--- src/rtl/ipml_prefetch_fifo_wr_adapter.sv ---
// ---------------------------------------------------------------------------
// ipml_prefetch_fifo_wr_adapter
//
// Write-side front end for the prefetch FIFO. Upstream beats arrive on a
// valid/ready stream and are written to the FIFO write port (wr_en/wr_data)
// when the FIFO is not full. A 2-entry register skid buffer (head H, tail T)
// sits in between, so data_in_ready is computed from flops only and never
// depends combinationally on fifo_wr_full.
//
// Optional feature macro: IPML_WR_ADAPTER_CNT_EN
//   When defined, adds the wr_beat_cnt output, a registered count of FIFO
//   writes that wraps modulo 2^CNT_W. When undefined, the port and counter
//   are absent.
//
// Parameters
//   W      data width (1..1152)
//   CNT_W  width of the optional write-beat counter (2..32)
//
// Ports
//   clk            in   single clock, all logic on posedge
//   rst_n          in   asynchronous active-low reset
//   data_in_valid  in   upstream beat valid
//   data_in        in   upstream beat data [W-1:0]
//   data_in_ready  out  adapter accepts a beat this cycle
//   fifo_wr_en     out  FIFO write strobe, one beat per high cycle
//   fifo_wr_data   out  FIFO write data (head entry) [W-1:0]
//   fifo_wr_full   in   FIFO full flag
//   occupancy      out  skid entries held: 0, 1 or 2
//   wr_beat_cnt    out  write-beat counter [CNT_W-1:0] (macro only)
// ---------------------------------------------------------------------------
module ipml_prefetch_fifo_wr_adapter #(
  parameter int W     = 32,
  parameter int CNT_W = 16
) (
  input  logic             clk,
  input  logic             rst_n,
  input  logic             data_in_valid,
  input  logic [W-1:0]     data_in,
  output logic             data_in_ready,
  output logic             fifo_wr_en,
  output logic [W-1:0]     fifo_wr_data,
  input  logic             fifo_wr_full,
  output logic [1:0]       occupancy
`ifdef IPML_WR_ADAPTER_CNT_EN
  ,
  output logic [CNT_W-1:0] wr_beat_cnt
`endif
);

  // Elaboration-time guard on the legal parameter ranges.
  if ((W < 1) || (W > 1152) || (CNT_W < 2) || (CNT_W > 32)) begin : g_param_check
    $error("ipml_prefetch_fifo_wr_adapter: parameter out of range");
  end

  // The state encoding doubles as the occupancy count.
  typedef enum logic [1:0] {
    EMPTY = 2'd0,
    ONE   = 2'd1,
    TWO   = 2'd2
  } state_t;

  state_t         state_q, state_d;
  logic [W-1:0]   head_q, head_d;
  logic [W-1:0]   tail_q, tail_d;
  logic           rdy_en_q, rdy_en_d;
  logic           push;
  logic           pop;

`ifdef IPML_WR_ADAPTER_CNT_EN
  logic [CNT_W-1:0] cnt_q, cnt_d;
`endif

  // Ready depends only on flops: the run-enable flop and the skid state.
  // rdy_en_q holds ready low for the first cycle after reset release.
  assign data_in_ready = rdy_en_q & (state_q != TWO);
  assign fifo_wr_en    = (state_q != EMPTY) & ~fifo_wr_full;
  assign fifo_wr_data  = head_q;
  assign occupancy     = state_q;

  assign push = data_in_valid & data_in_ready;
  assign pop  = fifo_wr_en;

  // Skid-buffer next state. The head entry is always the oldest beat; when
  // the head is written out of a full buffer the tail slides into it.
  always_comb begin
    state_d  = state_q;
    head_d   = head_q;
    tail_d   = tail_q;
    rdy_en_d = 1'b1;
    case (state_q)
      EMPTY: begin
        if (push) begin
          state_d = ONE;
          head_d  = data_in;
        end
      end
      ONE: begin
        if (push && !pop) begin
          state_d = TWO;
          tail_d  = data_in;
        end else if (!push && pop) begin
          state_d = EMPTY;
        end else if (push && pop) begin
          head_d  = data_in;
        end
      end
      TWO: begin
        if (pop) begin
          state_d = ONE;
          head_d  = tail_q;
        end
      end
      default: begin
        state_d = EMPTY;
      end
    endcase
  end

`ifdef IPML_WR_ADAPTER_CNT_EN
  // Counts FIFO writes; wraps naturally at 2^CNT_W.
  always_comb begin
    cnt_d = cnt_q + {{(CNT_W-1){1'b0}}, pop};
  end

  assign wr_beat_cnt = cnt_q;
`endif

  always_ff @(posedge clk or negedge rst_n) begin
    if (!rst_n) begin
      state_q  <= EMPTY;
      head_q   <= '0;
      tail_q   <= '0;
      rdy_en_q <= 1'b0;
`ifdef IPML_WR_ADAPTER_CNT_EN
      cnt_q    <= '0;
`endif
    end else begin
      state_q  <= state_d;
      head_q   <= head_d;
      tail_q   <= tail_d;
      rdy_en_q <= rdy_en_d;
`ifdef IPML_WR_ADAPTER_CNT_EN
      cnt_q    <= cnt_d;
`endif
    end
  end

endmodule
--- config.mk ---
export PLATFORM = sky130hd
export DESIGN_NAME = ipml_prefetch_fifo_wr_adapter
export DESIGN_NICKNAME = d
export VERILOG_FILES = /design/src/rtl/ipml_prefetch_fifo_wr_adapter.sv
export SDC_FILE = /design/constraint.sdc
export NUM_CORES = 1
export LEC_CHECK = 0
export CAP_MARGIN = 0
export CORE_MARGIN = 2
export CORE_UTILIZATION = 40
export CTS_CLUSTER_SIZE = 8
export DETAILED_ROUTE_END_ITERATION = 16
export PLACE_DENSITY = 0.67
export SLEW_MARGIN = 20
export SYNTH_ARGS = -nofsm -noshare
export SYNTH_HDL_FRONTEND = slang
export SYNTH_SLANG_ARGS = --single-unit
--- constraint.sdc ---
create_clock -name clk -period 7.7 [get_ports clk]
set_input_delay 1.155 -clock clk [delete_from_list [all_inputs] [get_ports clk]]
set_output_delay 1.155 -clock clk [all_outputs]
set_load 0.01 [all_outputs]
==> results of run 1 <==
cells in the mapped netlist (all sizes together):
cell and instances:
a311oi 1, nor2 2, nand2 3, ha 3, or4b 1, clkbuf 2
mux2 96, a21o 1, conb 1, nand3 1, a21oi 1, buf 8
dfrtp 67, o21ai 1, or2 2, nor2b 2, inv 3
layout make-up:
| cell class | instances | area [um^2] |
|---|---|---|
| Fill cell | 662 | 3550 |
| Sequential cell | 67 | 1680 |
| Multi-Input combinational cell | 115 | 1340 |
| Timing Repair Buffer | 72 | 713 |
| Clock buffer | 14 | 153 |
| Tap cell | 102 | 128 |
| Clock inverter | 2 | 35.0 |
| Inverter | 3 | 11.3 |
flip-flops by register name, indices dropped and copies added (netlist names):
signal,cells
tail_q,32
fifo_wr_data,32
occupancy,2
rdy_en_q,1
placed cells by master (no fill, tap or decap), types with 2 or more instances in the layout:
cell and n:
clkdlybuf4s50_1 70, dfrtp_1 67, mux2_2 66, mux2_4 30, clkbuf_8 10, clkbuf_1 4
inv_1 3, nand2_1 3, ha_1 3, or2_2 2, nor2b_1 2
cell families (layout without fill, tap and decap cells):
logic type / Yosys count / in the layout / share of synthesized area, %
AND/OR/NAND/NOR: 11 / 11 / 1.98
adder cells (fa/ha/maj): 3 / 3 / 1.21
flip-flops: 67 / 67 / 54.2
AO/OA/AOI/OAI: 4 / 4 / 1.09
multiplexers: 96 / 96 / 38.6
other: 1 / 1 / 0.121
buffers and inverters: 13 / 91 / 2.87
power breakdown:
group,internal [mW],leakage [nW],switching [mW]
combinational,0.441,0.884,0.222
sequential,0.530,0.794,0.0957
clock,0.159,0.0947,0.124
worst min path at each step:
stage	start	endpoint	slack (ns)	cells past startpoint
6_report	tail_q[10]	tail_q[10]	0.50	1
5_1_grt	tail_q[19]	tail_q[19]	0.52	1
4_1_cts	tail_q[0]	tail_q[0]	0.51	1
3_5_place_dp	tail_q[8]	tail_q[8]	0.49	1
3_3_place_gp	tail_q[13]	tail_q[13]	0.48	1
2_1_floorplan	tail_q[10]	tail_q[10]	0.47	1
per-layer routing:
layer	part of all wire (%)	vias up
met3	5.0	5
met5	0	-
met4	0.69	0
li1	-	829
met1	48	889
met2	46	48
==> results.md, run 1 <==
- HPWL after DPL: 3410 um
- Largest net degree at the start of global routing: 68
- Status: complete, no violations
- Worst reg2reg path endpoint: fifo_wr_data[13]
- Pin slew with the least headroom to its limit: 1.05 ns
- Summed negative setup slack over all endpoints: 0 ns
- Worst Setup Path Type: input port to output port
- Count of clock tree sinks: 67
- Global Route Usage Sum: 13.7%
- Postcts setup bufs: 0
- Final critical-path setup slack: 3.99 ns
- Worst Setup Slack post-DPL: 3.98 ns
- Port-buffer cells: 71
- Worst Hold Margin: 0.504 ns
- Initial drt markers: 14
- Register-to-register path setup slack: 4.34 ns
- First element of the critical path: fifo_wr_full
- Data required time of the critical path: 6.55 ns
- Number of endpoints failing setup at the final stage: 0
- Crit. path cell count: 4
- Number of cell instances on the worst register-to-register path: 8
- Count of different cell masters after synthesis: 20
- Area share of the leading cell type in the synthesized netlist: 54.2%
- Leading cell types by total area after synthesis: dfrtp_1, mux2_2, mux2_4
- Clock H-tree levels: 3
- Grt ovf: 0
- Layer with the highest usage: met2
- Number of buffers created by CTS: 9
- Net count after synthesis: 234
- Number of buffers inserted for hold repair after clock tree synthesis: 0
- Drt via density: 4.72
- Slowest cell on the critical path: clkdlybuf4s50_1
- Mapped Avg Cell Area: 15.9 um^2
- Highest attainable clock frequency: 269 MHz
- Reported leakage power: 1.77 nW
- Number of global-route vias before repair: 1883
- Top fanout value on the critical path: 3
- List of cells traversed by the critical path: clkdlybuf4s50_1, or2_2, inv_1, clkdlybuf4s50_1
- Top-level port count: 72
- Area inside the core boundary: 7610 um^2
- Final Hold Violating Endpoints: 0
- Floorplan row count: 32
- Number of cells after detailed placement: 359
- Initial antenna violation count: 0
- Effective utilization at floorplan: 40.7%
- Global-route met1 utilization: 17.7%
- Inserted Diodes: 0
- Post-route DRC: 0
- Synthesis warning total: 0
- Synthesized cell area: 3100 um^2
- Wire length of the first global-routing pass: 9120 um
- Number of nets in the finished design: 307
- Cell area after placement: 3870 um^2
- Data arrival at the endpoint of the critical path: 2.56 ns
- Total detailed-routing wirelength: 5490 um
- Detail-routed net length per standard cell: 14.6 um
- Vias: 1771
- Sequential fraction of the synthesis area: 54.2%
- Crit path buffers/inverters: 3
- Final slew viol count: 0
- Count of non-filler cells in the finished layout: 375
- Startpoint of the most critical register-to-register path: occupancy[1]
- Worst IR Drop VDD: 0.215 mV
- Total power after layout: 1.57 mW
- Fraction of layout instances using a drive strength above 1: 42.1%
- Final Instance Area: 4060 um^2
- Share of the clock period used by the worst path after layout: 48.2%
- Gate count of the mapped netlist: 195
- Number of buffers on the longest clock path: 2
- TritonRoute pass-1 iters: 3
- Critical path endpoint: fifo_wr_en
- Library cell occupying the most area in the post-synthesis netlist: dfrtp_1
- Routed Antenna Nets: 0
- Total of max-cap violations: 0
- Highest cell delay on the worst timing path: 0.54 ns
- Relative area change from synthesis to final layout: 31.0%
- Cell at the root of the clock tree: clkbuf_8
- Routing usage on met2: 21.8%
- Worst-case headroom to the max-slew limit: 30.0%
- RSZ-0062 raised after global routing: no
- Setup crit start kind: input port
- Critical path's most frequent cell: clkdlybuf4s50_1
- Die width: 92.0 um
- Die Outline Area: 8460 um^2
- Fraction of met3 tracks used by global routing: 4.03%
- TritonCTS clock tree: built
- Number of gates resized after CTS: 0
- Classification of the worst-slack hold path: register to register
- Largest clock skew in the final design: 0.00696 ns
- Final worst path period need: 3.71 ns
- Final core occ: 53.3%
- Clock Latency Late Sink: 0.32 ns
- Number of register bits inferred by synthesis: 67
- Floorplan die height: 92.0 um
- Last weighted congestion value of the routability-driven placer: 0.736
- Top cell family by delay on the critical path: buffers and inverters
- Clock-pin transition on the worst setup and hold timing paths: 0.06 ns
- Category of the worst setup path capture point: output port
- Power Dens Cells: 387 nW/um^2
Power figures use the tool's default switching activity.
==> run 2, diff against run 1 <==
==> constraint.sdc (replaced) <==
create_clock -name clk -period 3.8 [get_ports clk]
set_input_delay 0.57 -clock clk [delete_from_list [all_inputs] [get_ports clk]]
set_output_delay 0.57 -clock clk [all_outputs]
set_load 0.01 [all_outputs]
==> results.md, run 2 (synthesized netlist as in run 1, its figures left out) <==
- Data required time of the critical path: 4.02 ns (-2.53 ns)
- FF+latch area: 1680 um^2 (unchanged)
- Status: complete, no violations
- Switching power summed over all nets: 926 uW (+110%)
- Floorplan die height: 92.0 um (unchanged)
- First element of the critical path: fifo_wr_full
- Wire length of the first global-routing pass: 9490 um (+4.0%)
- Summed negative setup slack over all endpoints: 0 ns (unchanged)
- Reported leakage power: 1.82 nW (+2.4%)
- Final worst path period need: 2.71 ns
- Count of clock tree sinks: 67 (unchanged)
- Top cell family by delay on the critical path: simple AND/OR/NAND/NOR gates
- Inserted Diodes: 0 (unchanged)
- Highest attainable clock frequency: 369 MHz
- Vias: 1836 (+3.7%)
- Postcts setup bufs: 0 (unchanged)
- Total detailed-routing wirelength: 5710 um (+4.0%)
- Portion of total power attributed to the clock network: 21.9% (+3.9 points)
- Cell at the root of the clock tree: clkbuf_8
- Highest cell delay on the worst timing path: 0.54 ns (about the same)
- Power Dens Cells: 809 nW/um^2 (+110%)
- Port-buffer cells: 71 (unchanged)
- Startpoint of the most critical register-to-register path: occupancy[0]
- Number of gates resized after CTS: 0 (unchanged)
- Largest net degree at the start of global routing: 35 (-49%)
- Clock H-tree levels: 3 (unchanged)
- Routed Antenna Nets: 0 (unchanged)
- Number of nets in the finished design: 310 (+0.98%)
- Initial drt markers: 43 (+29)
- Critical path endpoint: fifo_wr_data[30]
- Global Route Usage Sum: 14.6% (+0.91 points)
- Number of buffers inserted for hold repair after clock tree synthesis: 0 (unchanged)
- TritonRoute pass-1 iters: 3 (unchanged)
- Area inside the core boundary: 7610 um^2 (unchanged)
- Drt via density: 4.86 (+2.8%)
- Final critical-path setup slack: 1.09 ns (-2.89 ns)
- Clock Latency Late Sink: 0.34 ns (+0.02 ns)
- Effective utilization at floorplan: 40.7% (unchanged)
- Setup crit start kind: input port
- Internal power consumption: 2.42 mW (+110%)
- Crit path buffers/inverters: 1 (-2)
- Share of the clock period used by the worst path after layout: 71.2%
- Number of endpoints failing setup at the final stage: 0 (unchanged)
- Slowest cell on the critical path: or4b_1
- Last weighted congestion value of the routability-driven placer: 0.758 (+2.9%)
- TritonCTS clock tree: built
- Largest clock skew in the final design: 0.00730 ns (+0.000339 ns)
- Worst Setup Slack post-DPL: 0.740 ns (-3.24 ns)
- Die width: 92.0 um (unchanged)
- Clock-pin transition on the worst setup and hold timing paths: 0.08 ns (+0.02 ns)
- Number of buffers on the longest clock path: 2 (unchanged)
- Fraction of layout instances using a drive strength above 1: 44.2% (+2.1 points)
- Final slew viol count: 0 (unchanged)
- Pin slew with the least headroom to its limit: 0.601 ns (-0.446 ns)
- Final Hold Violating Endpoints: 0 (unchanged)
- Number of buffers created by CTS: 9 (unchanged)
- Final core occ: 54.4% (+1.1 points)
- Worst-case headroom to the max-slew limit: 59.9% (+30 points)
- Number of global-route vias before repair: 1968 (+4.5%)
- Die Outline Area: 8460 um^2 (unchanged)
- Post-route DRC: 0 (unchanged)
- Top-level port count: 72 (unchanged)
- List of cells traversed by the critical path: clkdlybuf4s50_1, or2_2, ha_1, or4b_1, a21o_4, mux2_4
- Area of the multi-input gates: 1340 um^2 (unchanged)
- Category of the worst setup path capture point: register
- Worst reg2reg path endpoint: fifo_wr_data[30]
- Initial antenna violation count: 0 (unchanged)
- Fraction of power spent switching nets: 27.6% (-0.44 points)
- Classification of the worst-slack hold path: input port to asynchronous set/reset pin
- Top fanout value on the critical path: 32 (+29)
- Crit. path cell count: 6 (+2)
- Grt ovf: 0 (unchanged)
- Detail-routed net length per standard cell: 15.1 um (+3.2%)
- Commonest cells after routing, fill and taps aside: clkdlybuf4s50_1, dfrtp_1, mux2_2
- Number of cell instances on the worst register-to-register path: 6 (-2)
- RSZ-0062 raised after global routing: no
- HPWL after DPL: 3720 um (+9.1%)
- Most common library cell in the layout ignoring fill and taps: clkdlybuf4s50_1
- Gate power share: 40.2% (-2.0 points)
- Total of max-cap violations: 0 (unchanged)
- Data arrival at the endpoint of the critical path: 2.93 ns (+0.37 ns)
- Worst Setup Path Type: input port to register
- Filler Cell Count: 660 (-0.30%)
- Worst IR Drop VDD: 0.448 mV (+110%)
- Relative area change from synthesis to final layout: 33.8%
- Sequential Power Share: 37.9% (-1.9 points)
- Register-to-register path setup slack: 1.20 ns (-3.14 ns)
- Floorplan row count: 32 (unchanged)
==> run 2: changes by cell type in the layout (fill, tap and decap cells not counted), sizes merged <==
cell and delta:
clkbuf -4, inv +1, clkinvlp +1, bufinv +2, buf +3
==> run 2: power by group through the flow <==
stage	sequential, mW	clock (mW)	combinational (mW)
final	1.27	0.733	1.35
after global routing	1.32	0.786	1.44
after CTS	1.27	0.754	1.36
after detailed placement	1.28	0	1.36
after global placement	1.28	0	1.33
after floorplan	1.31	0	0.813
==> run 2: final cells by class <==
class / instances / area share [%]
clock buffer: 10 / 3.32
clock inverter: 6 / 2.69
inverter: 3 / 0.272
sequential: 67 / 40.5
timing repair buffer: 75 / 17.8
tap: 102 / 3.08
multi-input combinational: 115 / 32.4
==> run 2: per-layer routing <==
layer	GRT usage, %	wire length, um	vias to the layer above
met5	0	0	-
met4	4.35	52	0
met3	6.74	439	6
met2	22.3	2670	55
met1	18.7	2550	933
li1	-	-	842
==> run 2: worst min path at each step <==
stage                       endpoint  cells after the start  start  slack, ns
floorplan            fifo_wr_data[0]                      0  rst_n       0.27
global placement          tail_q[30]                      1  rst_n       0.48
detailed placement  fifo_wr_data[30]                      1  rst_n       0.48
CTS                  fifo_wr_data[9]                      1  rst_n       0.10
global route         fifo_wr_data[9]                      1  rst_n       0.10
finish               fifo_wr_data[9]                      1  rst_n       0.11
==> run 2: per-stage QoR <==
step | cell area [um^2] | instances | hold WS [ns] | total power [mW]
after floorplan | 3100 | 195 | 0.274 | 2.13
after CTS | 4140 | 378 | 0.105 | 3.39
after global routing | 4140 | 378 | 0.105 | 3.55
after detailed placement | 3890 | 362 | 0.481 | 2.64
final | 4140 | 378 | 0.108 | 3.35
after global placement | 3890 | 362 | 0.478 | 2.61
